<file path="config.mk">
export PLATFORM = sky130hd
export DESIGN_NAME = gate_selftest_seq
export DESIGN_NICKNAME = d
export VERILOG_FILES = /design/src/rtl/gate_selftest_seq.sv
export SDC_FILE = /design/constraint.sdc
export NUM_CORES = 1
export LEC_CHECK = 0
export BUFFER_PORTS_ARGS = -buffer_cell sky130_fd_sc_hd__buf_2
export CAP_MARGIN = 10
export CORE_UTILIZATION = 50
export DETAILED_ROUTE_END_ITERATION = 12
export GPL_TIMING_DRIVEN = 1
export PLACE_DENSITY_LB_ADDON = 0.08
export SETUP_SLACK_MARGIN = 0.4
export SLEW_MARGIN = 15
export SYNTH_ARGS = -nofsm -noshare
export SYNTH_HDL_FRONTEND = slang
export SYNTH_SLANG_ARGS = --single-unit
</file>
<file path="constraint.sdc">
create_clock -name clk -period 4.43 [get_ports clk]
set_clock_uncertainty 0.05 [all_clocks]
set_input_delay 0.886 -clock clk [delete_from_list [all_inputs] [get_ports clk]]
set_output_delay 0.886 -clock clk [all_outputs]
set_load 0.02 [all_outputs]
</file>
<file path="src/rtl/gate_selftest_seq.sv">
// Self-test sequencer for the two-input gate block: sweeps a/b, compares the six gate results to a golden table.
// Define GATE_SELFTEST_FAULT_INJECT_EN to add inject_mask[5:0], XORed onto the received gate values before compare.
module gate_selftest_seq #(
   parameter int unsigned SETTLE_CYCLES = 2,
   parameter int unsigned NUM_PASSES    = 1
) (
   input  logic       clk,
   input  logic       rst,
   input  logic       start,
`ifdef GATE_SELFTEST_FAULT_INJECT_EN
   input  logic [5:0] inject_mask,
`endif
   output logic       a_out,
   output logic       b_out,
   input  logic       and_in,
   input  logic       or_in,
   input  logic       not_a_in,
   input  logic       xor_in,
   input  logic       xnor_in,
   input  logic       nand_in,
   output logic       busy,
   output logic       done,
   output logic       pass,
   output logic [7:0] err_count,
   output logic [5:0] fail_vec
);

   // state    | meaning
   // S_IDLE   | waiting for start; results from the last run are held
   // S_SETTLE | vector idx_q driven, settle_q counts down to zero
   // S_SAMPLE | one cycle: compare gate results, accumulate errors, advance
   // S_DONE   | one-cycle done pulse, pass resolved, operands parked at 0
   typedef enum logic [1:0] {
      S_IDLE,
      S_SETTLE,
      S_SAMPLE,
      S_DONE
   } state_t;

   localparam logic [3:0] SETTLE_LOAD = 4'(SETTLE_CYCLES - 1);
   localparam logic [7:0] LAST_PASS   = 8'(NUM_PASSES - 1);

   state_t     state_q, state_d;
   logic [1:0] idx_q, idx_d;
   logic [3:0] settle_q, settle_d;
   logic [7:0] pass_cnt_q, pass_cnt_d;
   logic       a_q, a_d;
   logic       b_q, b_d;
   logic       busy_q, busy_d;
   logic       done_q, done_d;
   logic       pass_q, pass_d;
   logic [7:0] err_q, err_d;
   logic [5:0] fail_q, fail_d;

   logic [5:0] rx_vals;
   logic [5:0] golden;
   logic [5:0] mism;
   logic [7:0] err_sampled;
   logic [1:0] idx_next;
   logic       ga;
   logic       gb;

   // Golden is derived from idx_q, which always matches the registered a_out/b_out during a run.
   assign ga = idx_q[1];
   assign gb = idx_q[0];
   assign golden = {~(ga & gb), ~(ga ^ gb), ga ^ gb, ~ga, ga | gb, ga & gb};

`ifdef GATE_SELFTEST_FAULT_INJECT_EN
   assign rx_vals = {nand_in, xnor_in, xor_in, not_a_in, or_in, and_in} ^ inject_mask;
`else
   assign rx_vals = {nand_in, xnor_in, xor_in, not_a_in, or_in, and_in};
`endif

   assign mism        = rx_vals ^ golden;
   assign err_sampled = ((|mism) && (err_q != 8'hFF)) ? err_q + 8'd1 : err_q;
   assign idx_next    = idx_q + 2'd1;

   always_comb begin
      state_d    = state_q;
      idx_d      = idx_q;
      settle_d   = settle_q;
      pass_cnt_d = pass_cnt_q;
      a_d        = a_q;
      b_d        = b_q;
      busy_d     = busy_q;
      done_d     = 1'b0;
      pass_d     = pass_q;
      err_d      = err_q;
      fail_d     = fail_q;

      case (state_q)
         S_IDLE: begin
            if (start) begin
               state_d    = S_SETTLE;
               idx_d      = 2'd0;
               settle_d   = SETTLE_LOAD;
               pass_cnt_d = 8'd0;
               a_d        = 1'b0;
               b_d        = 1'b0;
               busy_d     = 1'b1;
               pass_d     = 1'b0;
               err_d      = 8'd0;
               fail_d     = 6'd0;
            end
         end
         S_SETTLE: begin
            if (settle_q == 4'd0) begin
               state_d = S_SAMPLE;
            end else begin
               settle_d = settle_q - 4'd1;
            end
         end
         S_SAMPLE: begin
            fail_d = fail_q | mism;
            err_d  = err_sampled;
            if ((idx_q == 2'd3) && (pass_cnt_q == LAST_PASS)) begin
               state_d = S_DONE;
               done_d  = 1'b1;
               busy_d  = 1'b0;
               a_d     = 1'b0;
               b_d     = 1'b0;
               pass_d  = (err_sampled == 8'd0);
            end else begin
               state_d  = S_SETTLE;
               idx_d    = idx_next;
               a_d      = idx_next[1];
               b_d      = idx_next[0];
               settle_d = SETTLE_LOAD;
               if (idx_q == 2'd3) begin
                  pass_cnt_d = pass_cnt_q + 8'd1;
               end
            end
         end
         S_DONE: begin
            state_d = S_IDLE;
         end
         default: begin
            state_d = S_IDLE;
            busy_d  = 1'b0;
            a_d     = 1'b0;
            b_d     = 1'b0;
         end
      endcase
   end

   always_ff @(posedge clk or posedge rst) begin
      if (rst) begin
         state_q    <= S_IDLE;
         idx_q      <= 2'd0;
         settle_q   <= 4'd0;
         pass_cnt_q <= 8'd0;
         a_q        <= 1'b0;
         b_q        <= 1'b0;
         busy_q     <= 1'b0;
         done_q     <= 1'b0;
         pass_q     <= 1'b0;
         err_q      <= 8'd0;
         fail_q     <= 6'd0;
      end else begin
         state_q    <= state_d;
         idx_q      <= idx_d;
         settle_q   <= settle_d;
         pass_cnt_q <= pass_cnt_d;
         a_q        <= a_d;
         b_q        <= b_d;
         busy_q     <= busy_d;
         done_q     <= done_d;
         pass_q     <= pass_d;
         err_q      <= err_d;
         fail_q     <= fail_d;
      end
   end

   assign a_out     = a_q;
   assign b_out     = b_q;
   assign busy      = busy_q;
   assign done      = done_q;
   assign pass      = pass_q;
   assign err_count = err_q;
   assign fail_vec  = fail_q;

endmodule

</file>
**After elaboration in Yosys (flattened, before gate mapping)**

Cells that the tools add are included.

- Add/sub/neg operators: 4
- $mul: 0
- Divide/modulo/power cells: 0
- $lt $le $gt $ge: 0
- Equal/unequal tests: 11
- Shift operators: 0
- Multiplexer cells: 31
- Bitwise operators: 8
- Reductions and logical operators: 15

Operator list:

| kind | count |
|---|---|
| 2-to-1 mux 8 bit | 4 |
| case mux 8 bit (2 select lines) | 2 |
| adder 8 x 1 -> 8 bit (second input constant) | 2 |
| logical NOT 8 bit | 2 |
| 2-to-1 mux 4 bit | 3 |
| != test 2 bit (second input constant) | 6 |
| case mux 4 bit (3 select lines) | 1 |
| case mux 6 bit (2 select lines) | 1 |
| 2-to-1 mux 2 bit | 5 |
| 2-to-1 mux 1 bit | 8 |
| != test 8 bit (second input constant) | 1 |
| case mux 1 bit (2 select lines) | 4 |
| case mux 2 bit (4 select lines) | 1 |
| AND reduction 4 bit | 2 |
| == test 2 bit (second input constant) | 3 |
| 2-to-1 mux 6 bit | 1 |
| bitwise OR 6 bit | 1 |
| AND reduction 3 bit | 2 |
| OR reduction 6 bit | 1 |
| bitwise XOR 6 bit | 1 |
| logical NOT 4 bit | 1 |
| case mux 2 bit (2 select lines) | 1 |
| AND reduction 2 bit | 2 |
| subtractor 4 x 1 -> 4 bit (second input constant) | 1 |
| 10 further kinds | 13 |

- Bits in registers: 35
- Latch bits: 0
- Bits in writable memories: 0
- Memory bits (read-only): 0
- Input port bits: 9
- Output and inout port bits: 19
- Word-level logic and storage cells: 80
- Memories kept: 0

**Logic depth before layout (Yosys ltp)**

Gate-level depths: netlist of the first run.

- Depth after elaboration: 9
- Depth in mapped cells: 8
- Gate-level depth less buffers: 8

**Worst setup path before layout of the first run**

OpenSTA, ideal clock, no wires.

- Path type: input port to flip-flop
- From: input not_a_in
- To: register pass_q, in the netlist pass
- Setup time: 0.111 ns
- Data arrival time: 1.910 ns
- Data required time: 4.269 ns
- Slack: 2.359 ns
- Stages on the path: 5
- Buffers on the path: 0
- Cell sequence: xor2_1 -> nand4_1 -> nor3_1 -> nor2_1 -> a2111oi_2

- Longest elaborated chain between the ends: 7

Ends and longest elaborated chain:

| what | line | source |
|---|---|---|
| start, declared | 17 | `input logic not_a_in,` |
| bitwise XOR 6 bit | 74 | `assign mism = rx_vals ^ golden;` |
| OR reduction 6 bit | 75 | `assign err_sampled = ((\|mism) && (err_q != 8'hFF)) ? err_q + 8'd1 : err_q;` |
| logical AND 1 bit | 75 |  |
| 2-to-1 mux 8 bit | 75 |  |
| logical NOT 8 bit | 122 | `pass_d = (err_sampled == 8'd0);` |
| 2-to-1 mux 1 bit | 116 | `if ((idx_q == 2'd3) && (pass_cnt_q == LAST_PASS)) begin` |
| case mux 1 bit (2 select lines) | 91 | `case (state_q)` |
| end signal, assigned | 168 | `pass_q <= pass_d;` |
| end, declared | 51 | `logic pass_q, pass_d;` |

Every way passes these cells. The select of a mux whose other input is x is not followed.
A chain may end at the register's enable or synchronous reset.

**Final worst setup path of the first run**

- From: register idx_q[0]
- To: register pass_q, in the netlist pass

- Longest elaborated chain between the ends: 9
- Elaborated cells on any way between the ends: 16
- Classes of those cells: eq/ne: 2; mux: 3; bitwise: 6; reduce/logical: 5

Ends and longest elaborated chain:

| what | line | source |
|---|---|---|
| start, declared | 44 | `logic [1:0] idx_q, idx_d;` |
| start signal, assigned | 161 | `idx_q <= idx_d;` |
| bitwise XOR 1 bit / bitwise AND 1 bit (equally long branches) | 66 | `assign golden = {~(ga & gb), ~(ga ^ gb), ga ^ gb, ~ga, ga \| gb, ga & gb};` |
| inverter 1 bit | 66 |  |
| bitwise XOR 6 bit | 74 |  |
| OR reduction 6 bit | 75 |  |
| logical AND 1 bit | 75 |  |
| 2-to-1 mux 8 bit | 75 |  |
| logical NOT 8 bit | 122 |  |
| 2-to-1 mux 1 bit | 116 |  |
| case mux 1 bit (2 select lines) | 91 |  |

Parallel ways exist; a longest one is shown, timed or not. The select of a mux whose other input is x is not followed.

==> results of run 1 <==
placed cells by master, fill, tap and decap left out, types with 2 or more instances in the layout:
master     count
a21o_1         4
a21oi_1        3
a31oi_1        8
buf_2         27
clkbuf_8       6
dfrtp_1       35
ha_1           6
inv_1         10
mux2i_1        2
nand2_1       33
nand2b_1       4
nand3_1        6
nor2_1        12
nor2b_1        4
nor4_1         2
o2111ai_1      2
o211ai_1       4
o21a_1         2
o21ai_0       19
o22ai_1        2
o31ai_1        2
or3_1          3
or4_1          3
xnor2_1        4
xor2_1         7
layout make-up:
type,count,area share
sequential,35,0.390
clock inverter,1,0.00223
timing repair buffer,28,0.0635
tap,48,0.0267
clock buffer,6,0.0367
multi-input combinational,160,0.460
inverter,11,0.0206
registers in the layout (all words and copies together), names as in the netlist:
register    cells
a_out           1
b_out           1
busy            1
done            1
err_count       8
fail_vec        6
idx_q           2
pass            1
pass_cnt_q      8
settle_q        4
state_q         2
cell families after synthesis:
kind of cell,share of synthesized area
compound gates,0.205
mux,0.0100
xor+xnor,0.0482
buf+inv,0.0444
flops,0.438
fa+ha+maj,0.0375
simple gates,0.217
path summary, 6_finish.rpt:
check	startpoint	to	slack (ps)	cells after the start
min in group asynchronous	rst	busy	640	3
max in group asynchronous	rst	idx_q[1]	3370	3
setup reg to reg	idx_q[0]	pass	2250	7
setup / recovery	idx_q[0]	pass	2250	7
hold reg to reg	a_out	a_out	420	2
hold / removal	a_out	a_out	420	2
worst min-delay path: cells and delay by family (launching register included):
kind,cells,cell delay (ps)
AND/OR/NAND/NOR,2,100
flip-flops,1,340
synthesized netlist by cell type (3+ instances only):
cell type | instances | area share
a31oi_1 | 8 | 0.025
ha_1 | 6 | 0.038
dfrtp_1 | 35 | 0.44
nand2b_1 | 4 | 0.013
xor2_1 | 7 | 0.031
a21o_1 | 4 | 0.015
clkbuf_1 | 8 | 0.015
xnor2_1 | 4 | 0.018
inv_1 | 10 | 0.019
nor2_1 | 12 | 0.023
o21ai_0 | 19 | 0.048
or4_1 | 3 | 0.011
nor2b_1 | 4 | 0.013
o211ai_1 | 4 | 0.015
or3_1 | 3 | 0.0094
nand3_1 | 6 | 0.015
nand2_1 | 33 | 0.062
a21oi_1 | 3 | 0.0075
report_power, final:
group	total, W	internal [W]	switching [W]	leakage [nW]
logic	0.000416	0.000156	0.000260	0.545
clock network	0.000232	0.000122	0.000110	0.0470
registers	0.000469	0.000391	0.0000779	0.470
total	0.00112	0.000669	0.000449	1.06
stage by stage:
step,util,setup WS [ps],area (um^2)
after CTS,0.600,2250,2250
after global placement,0.577,2150,2160
after global routing,0.600,2030,2250
after detailed placement,0.577,2100,2160
after floorplan,-,2360,2000
final,0.600,2250,2250
per-layer routing:
metal	global-route usage	vias up	routed length (um)
met5	0	-	0
met4	0.101	0	72
met3	0.0590	9	212
met2	0.380	61	2050
met1	0.282	824	1920
li1	-	832	-
==> results_dict.tcl, run 1 <==
set metrics [dict create \
    drive_above_1_share 0.191 \
    finalCritPeriodShare 0.491 \
    grt_max_degree 36 \
    p_leak_nw 1.06 \
    antenna_cells 0 \
    clock-sinks 35 \
    slew_headroom 0.424 \
    grt_setup_unrepaired "no" \
    dp_hpwl_mm 3.00 \
    grt_pass1_vias 1702 \
    post_drt_wl_per_cell_um 14.7 \
    ctsLongestPathBuffers 2 \
    final-seq-area_um2 876 \
    initial_core_util 0.534 \
    slew_viol_final 0 \
    synth.net_count 231 \
    yosysSeqAreaShare 0.438 \
    grt_pass1_wl_mm 7.42 \
    firstDrtPassIters 4 \
    cts_tree "yes" \
    finalHoldViolCount 0 \
    outcome "finished clean" \
    gp_congestion 0.880 \
    ant_nets 0 \
    ys.flop_type "dfrtp_1" \
    routed_wl_mm 4.26 \
    die_w_um 65.2 \
    cp_top_family "simple AND/OR/NAND/NOR gates" \
    row_count 22 \
    n_fill_cell 325 \
    initialDrtViolationCount 118 \
    max_freq_ghz 0.459 \
    whs_ps 422 \
    post-cts-setup-buffers 0 \
    cp_num_buf_inv 1 \
    dieArea_um2 4260 \
    hp-class "flop to flop" \
    cp_max_fo 5 \
    power_w 0.00112 \
    worst_path_largest_cell_delay_ps 400 \
    cts_buffers 5 \
    vias 1726 \
    synth-edff-count 0 \
    worst_path_max_delay_cell "dfrtp_1" \
    cp_cell_sequence "inv_1 > ha_1 > xnor2_1 > nand4_1 > nor3_1 > nor2_1 > a2111oi_2" \
    die_height_um 65.2 \
    nets 256 \
    instances_no_fill 289 \
    max-cap-violations 0 \
    peakVddDrop_uv 282 \
    required_ps 4560 \
    pin_count 28 \
    core-area_um2 3740 \
    ys_warn_count 0 \
    synth_area_um2 2000 \
    antenna_found_initial 0 \
    io_buffers 27 \
    synth.distinct_cells 55 \
    power_density_nw_per_um2 497 \
    fin_crit_ps 2180 \
    dp.cells 282 \
    multiInputGateArea_um2 1030 \
    gr-usage-all-layers 0.230 \
    route.detailed.drc 0 \
    worstMarginPinSlew_ps 863 \
    critical_path_class "flop to flop" \
    syn_avg_cell_area_um2 9.26 \
    setup_viol 0 \
    grt_overflow 0 \
    cts_resized 0 \
    cts_hold_buffers 0 \
    cp-end-kind "flop" \
    root_buffer "clkbuf_8" \
    cp-start-kind "flop" \
    area_growth_pct 12.4 \
    arrival_ps 2300 \
    setup_tns_ps 0 \
    clk_latency_ps 280 \
    cts.htree.levels 2 \
    ys_ff_latch 35 \
    path_clk_slew_ps 70 \
    async_flop_share 1.00 \
    synthCells 216 \
    viasPerCell 5.97 \
]
Note: power is estimated with default switching activity, not from simulation.
==> inputs of run 2 (changes only) <==
Clock period 4.43 ns to 1.8 ns, I/O delays scaled along.
==> results_dict.tcl, run 2 (synthesis results as in run 1) <==
set metrics [dict create \
    gp_congestion 0.859 \
    top_layer "met4" \
    die_w_um 65.2 \
    setup_viol 21 \
    antenna_cells 0 \
    cts_hold_buffers 0 \
    slew_viol_final 0 \
    cp-end-kind "flop" \
    worstMarginPinSlew_ps 444 \
    initial_core_util 0.534 \
    finish.instance_area_um2 2930 \
    cts.htree.levels 2 \
    path_common_cell "or4_4" \
    dp_slack_ps -252 \
    finalWorstSetupSlack_ps -167 \
    worstReg2RegStart "pass_cnt_q[4]" \
    ant_nets 0 \
    cts_buffers 5 \
    gr-usage-all-layers 0.259 \
    ff2ff_path_depth 6 \
    grt_pass1_vias 1847 \
    n_fill_cell 241 \
    met1Wirelength_mm 2.22 \
    clock-sinks 35 \
    cp-start-kind "flop" \
    fin_crit_ps 1970 \
    cp_cell_sequence "or4_4 > buf_6 > o211ai_1 > a21o_1 > or4_4 > a21oi_2" \
    violations "negative setup slack" \
    wl_met3_um 241 \
    met2WireLength_mm 2.70 \
    dieArea_um2 4260 \
    peakVddDrop_uv 862 \
    grt_pass1_wl_mm 8.42 \
    power_density_nw_per_um2 1270 \
    firstDrtPassIters 4 \
    max-cap-violations 0 \
    die_height_um 65.2 \
    r2r_end "pass_cnt_q[5]" \
    cp_num_buf_inv 1 \
    reg2reg_setup_slack_ps -170 \
    io_buffers 27 \
    clk_latency_ps 300 \
    grt_overflow 0 \
    nets 297 \
    slew_headroom 0.704 \
    core-area_um2 3740 \
    arrival_ps 2090 \
    finalCritPeriodShare 1.09 \
    initialDrtViolationCount 100 \
    routed_wl_mm 5.22 \
    dpl_cell_area_um2 2500 \
    worst_path_max_delay_cell "or4_4" \
    path_clk_slew_ps 80 \
    p_leak_nw 1.32 \
    final_common_cell "buf_4" \
    outcome "finished with violations" \
    cp_max_fo 5 \
    viasPerCell 5.76 \
    pin_count 28 \
    max_freq_ghz 0.508 \
    area_growth_pct 46.6 \
    drive_above_1_share 0.491 \
    grt_setup_unrepaired "yes" \
    required_ps 1920 \
    setup_tns_ps -1920 \
    worst_path_largest_cell_delay_ps 560 \
    root_buffer "clkbuf_8" \
    route.detailed.drc 0 \
    hp-class "primary input to asynchronous set/reset pin" \
    vias 1907 \
    finalHoldViolCount 0 \
    post_drt_wl_per_cell_um 15.8 \
    dp_hpwl_mm 3.47 \
    grt_max_degree 36 \
    ctsLongestPathBuffers 2 \
    antenna_found_initial 0 \
    cp_top_family "simple AND/OR/NAND/NOR gates" \
    row_count 22 \
    critical_path_class "flop to flop" \
    final_cell_mix "buf_4 (31), nand2_1 (26), dfrtp_1 (26)" \
    cts_tree "yes" \
]
## run 2: changes by cell type in the layout (fill, tap and decap cells not counted), sizes merged
cell	delta
clkinv	-1
o21a	+1
buf	+40
clkinvlp	+1
bufinv	+2
clkbuf	-1
## run 2: timing repair
action | 4_1_cts | 5_1_grt
setup endpoints to repair | 38 | 39
resized for setup | 45 | 27
pin swaps | 17 | 12
cloned | 1 | 0
hold endpoints to repair | 0 | 0
setup buffers | 2 | 4
## run 2: final cells by class
type,instances,area [um^2],area share
Tap cell,48,60.1,0.0205
Clock inverter,3,67.6,0.0230
Inverter,11,46.3,0.0158
Clock buffer,5,68.8,0.0235
Multi-Input combinational cell,161,1310,0.446
Timing Repair Buffer,68,493,0.168
Sequential cell,35,887,0.303
## run 2: stage by stage
stage	cells	utilization	hold slack (ps)	total power [W]
2_1_floorplan	216	-	439	0.00203
3_3_place_gp	316	0.667	407	0.00246
3_5_place_dp	316	0.667	415	0.00254
4_1_cts	327	0.747	111	0.00354
5_1_grt	331	0.783	163	0.00393
6_report	331	0.783	92.6	0.00372
## run 2: routing by layer
metal	vias to the layer above	GRT usage
li1	909	-
met1	931	0.326
met2	59	0.446
met3	8	0.0556
met4	0	0.0761
met5	-	0
## run 2: worst max-delay path by stage
stage,start,to,depth (start not counted)
after floorplan,pass_cnt_q[7],pass,5
after global placement,idx_q[1],pass,7
after detailed placement,idx_q[1],pass,7
after CTS,idx_q[1],pass,8
after global routing,idx_q[0],pass,8
final,pass_cnt_q[4],pass_cnt_q[5],6
## run 2: tightest hold or removal path, stage by stage
cell and delay, ps:
buf_2 90, inv_1 40, buf_4 380
## run 2: report_power, final
part           internal, W  leakage [nW]  total [W]  switching [W]
Combinational     0.000766         0.801    0.00169       0.000924
Sequential        0.000969         0.456    0.00116       0.000186
Clock             0.000553        0.0644   0.000873       0.000320
Total              0.00229          1.32    0.00372        0.00143
==> inputs of run 3 (changes only) <==
Clock period 1.8 ns to 2.01 ns, I/O delays scaled along.
==> results_dict.tcl, run 3 (synthesis results as in run 1) <==
set metrics [dict create \
    outcome "finished clean" \
    setup_viol 0 \
    max-cap-violations 0 \
    p_leak_nw 1.29 \
    slew_viol_final 0 \
    die_height_um 65.2 \
    worstMarginPinSlew_ps 532 \
    grt_max_degree 36 \
    antenna_found_initial 0 \
    required_ps 2140 \
    route.detailed.drc 0 \
    fin_crit_ps 1980 \
    core-area_um2 3740 \
    grt_pass1_vias 1883 \
    slew_headroom 0.642 \
    root_buffer "clkbuf_8" \
    setup_tns_ps 0 \
    ctsLongestPathBuffers 2 \
    routed_wl_mm 5.67 \
    initial_core_util 0.534 \
    cts_tree "yes" \
    arrival_ps 2110 \
    drive_above_1_share 0.477 \
    dp_hpwl_mm 3.38 \
    gr-usage-all-layers 0.269 \
    power_density_nw_per_um2 1060 \
    cp_max_fo 5 \
    cp-start-kind "flop" \
    post_drt_wl_per_cell_um 17.2 \
    finalHoldViolCount 0 \
    final-seq-area_um2 881 \
    finalWorstSetupSlack_ps 26.3 \
    gp_congestion 0.920 \
    max_freq_ghz 0.504 \
    grt_setup_unrepaired "yes" \
    initialDrtViolationCount 205 \
    firstDrtPassIters 4 \
    critical_path_class "flop to flop" \
    pin_count 28 \
    ant_nets 0 \
    die_w_um 65.2 \
    multiInputGateArea_um2 1350 \
    cp-end-kind "flop" \
    n_fill_cell 245 \
    cts_buffers 5 \
    vias 1981 \
    row_count 22 \
    grt_pass1_wl_mm 8.65 \
    grt_overflow 0 \
    cts.htree.levels 2 \
    path_clk_slew_ps 70 \
    cts_hold_buffers 0 \
    hp-class "primary input to asynchronous set/reset pin" \
    dieArea_um2 4260 \
    viasPerCell 6.02 \
    finalCritPeriodShare 0.987 \
    clk_latency_ps 290 \
    nets 295 \
    final_common_cell "dfrtp_1" \
    final_cell_mix "dfrtp_1 (31), buf_2 (27), nand2_1 (26)" \
    clock-sinks 35 \
    peakVddDrop_uv 645 \
    area_growth_pct 45.4 \
    io_buffers 27 \
    dp_slack_ps -76.8 \
    antenna_cells 0 \
]
## run 3: area by class of cell
type | instances | share of cell area
inverter | 11 | 0.0159
multi-input combinational | 161 | 0.464
clock inverter | 1 | 0.00172
sequential | 35 | 0.303
timing repair buffer | 66 | 0.165
clock buffer | 7 | 0.0297
tap | 48 | 0.0207
## run 3: report_power, final
| part | internal, W | total (W) | leakage [nW] | switching (W) |
|---|---|---|---|---|
| clock | 0.000277 | 0.000535 | 0.0482 | 0.000258 |
| sequential | 0.000868 | 0.00104 | 0.464 | 0.000176 |
| combinational | 0.000666 | 0.00151 | 0.781 | 0.000847 |
| total | 0.00181 | 0.00309 | 1.29 | 0.00128 |
## run 3: final timing paths
| check | from | slack [ps] | endpoint | cells past startpoint |
|---|---|---|---|---|
| worst min register to register | fail_vec[4] | 430 | fail_vec[4] | 2 |
| worst max register to register | idx_q[0] | 30 | pass | 9 |
| max in group asynchronous | rst | 1410 | err_count[1] | 3 |
| worst max-delay path | idx_q[0] | 30 | pass | 9 |
| min in group clk | not_a_in | 410 | fail_vec[2] | 3 |
| worst min-delay path | rst | 160 | pass_cnt_q[2] | 3 |
## run 3: what timing repair did
| action | CTS | global route |
|---|---|---|
| pin swaps | 15 | 16 |
| setup buffers | 22 | 5 |
| cloned | 1 | 0 |
| setup endpoints to repair | 26 | 30 |
| gates resized for setup | 33 | 37 |
## run 3: metal layers
layer  track usage  share of wire  vias to the layer above
met5             0              0                        -
met1         0.333           0.41                      961
met2         0.466           0.51                       96
met4        0.0897          0.017                        0
li1              -              -                      911
met3        0.0503          0.060                       13
## run 3: critical path, stage by stage (launching register included)
cell       delay (ps)
dfrtp_2           410
inv_2              60
ha_4              300
xnor2_2           120
nand4_1           130
buf_6             170
nor3_4            150
buf_6             130
a221oi_4           60
a2111oi_2         290
## run 3: stage by stage
step	utilization	power, W	hold WS, ps	area [um^2]	std cells
6_report	0.777	0.00309	156	2910	329
5_1_grt	0.777	0.00328	197	2910	329
4_1_cts	0.721	0.00289	167	2700	324
3_5_place_dp	0.621	0.00214	417	2330	293
3_3_place_gp	0.621	0.00208	407	2330	293
2_1_floorplan	-	0.00182	439	2090	216
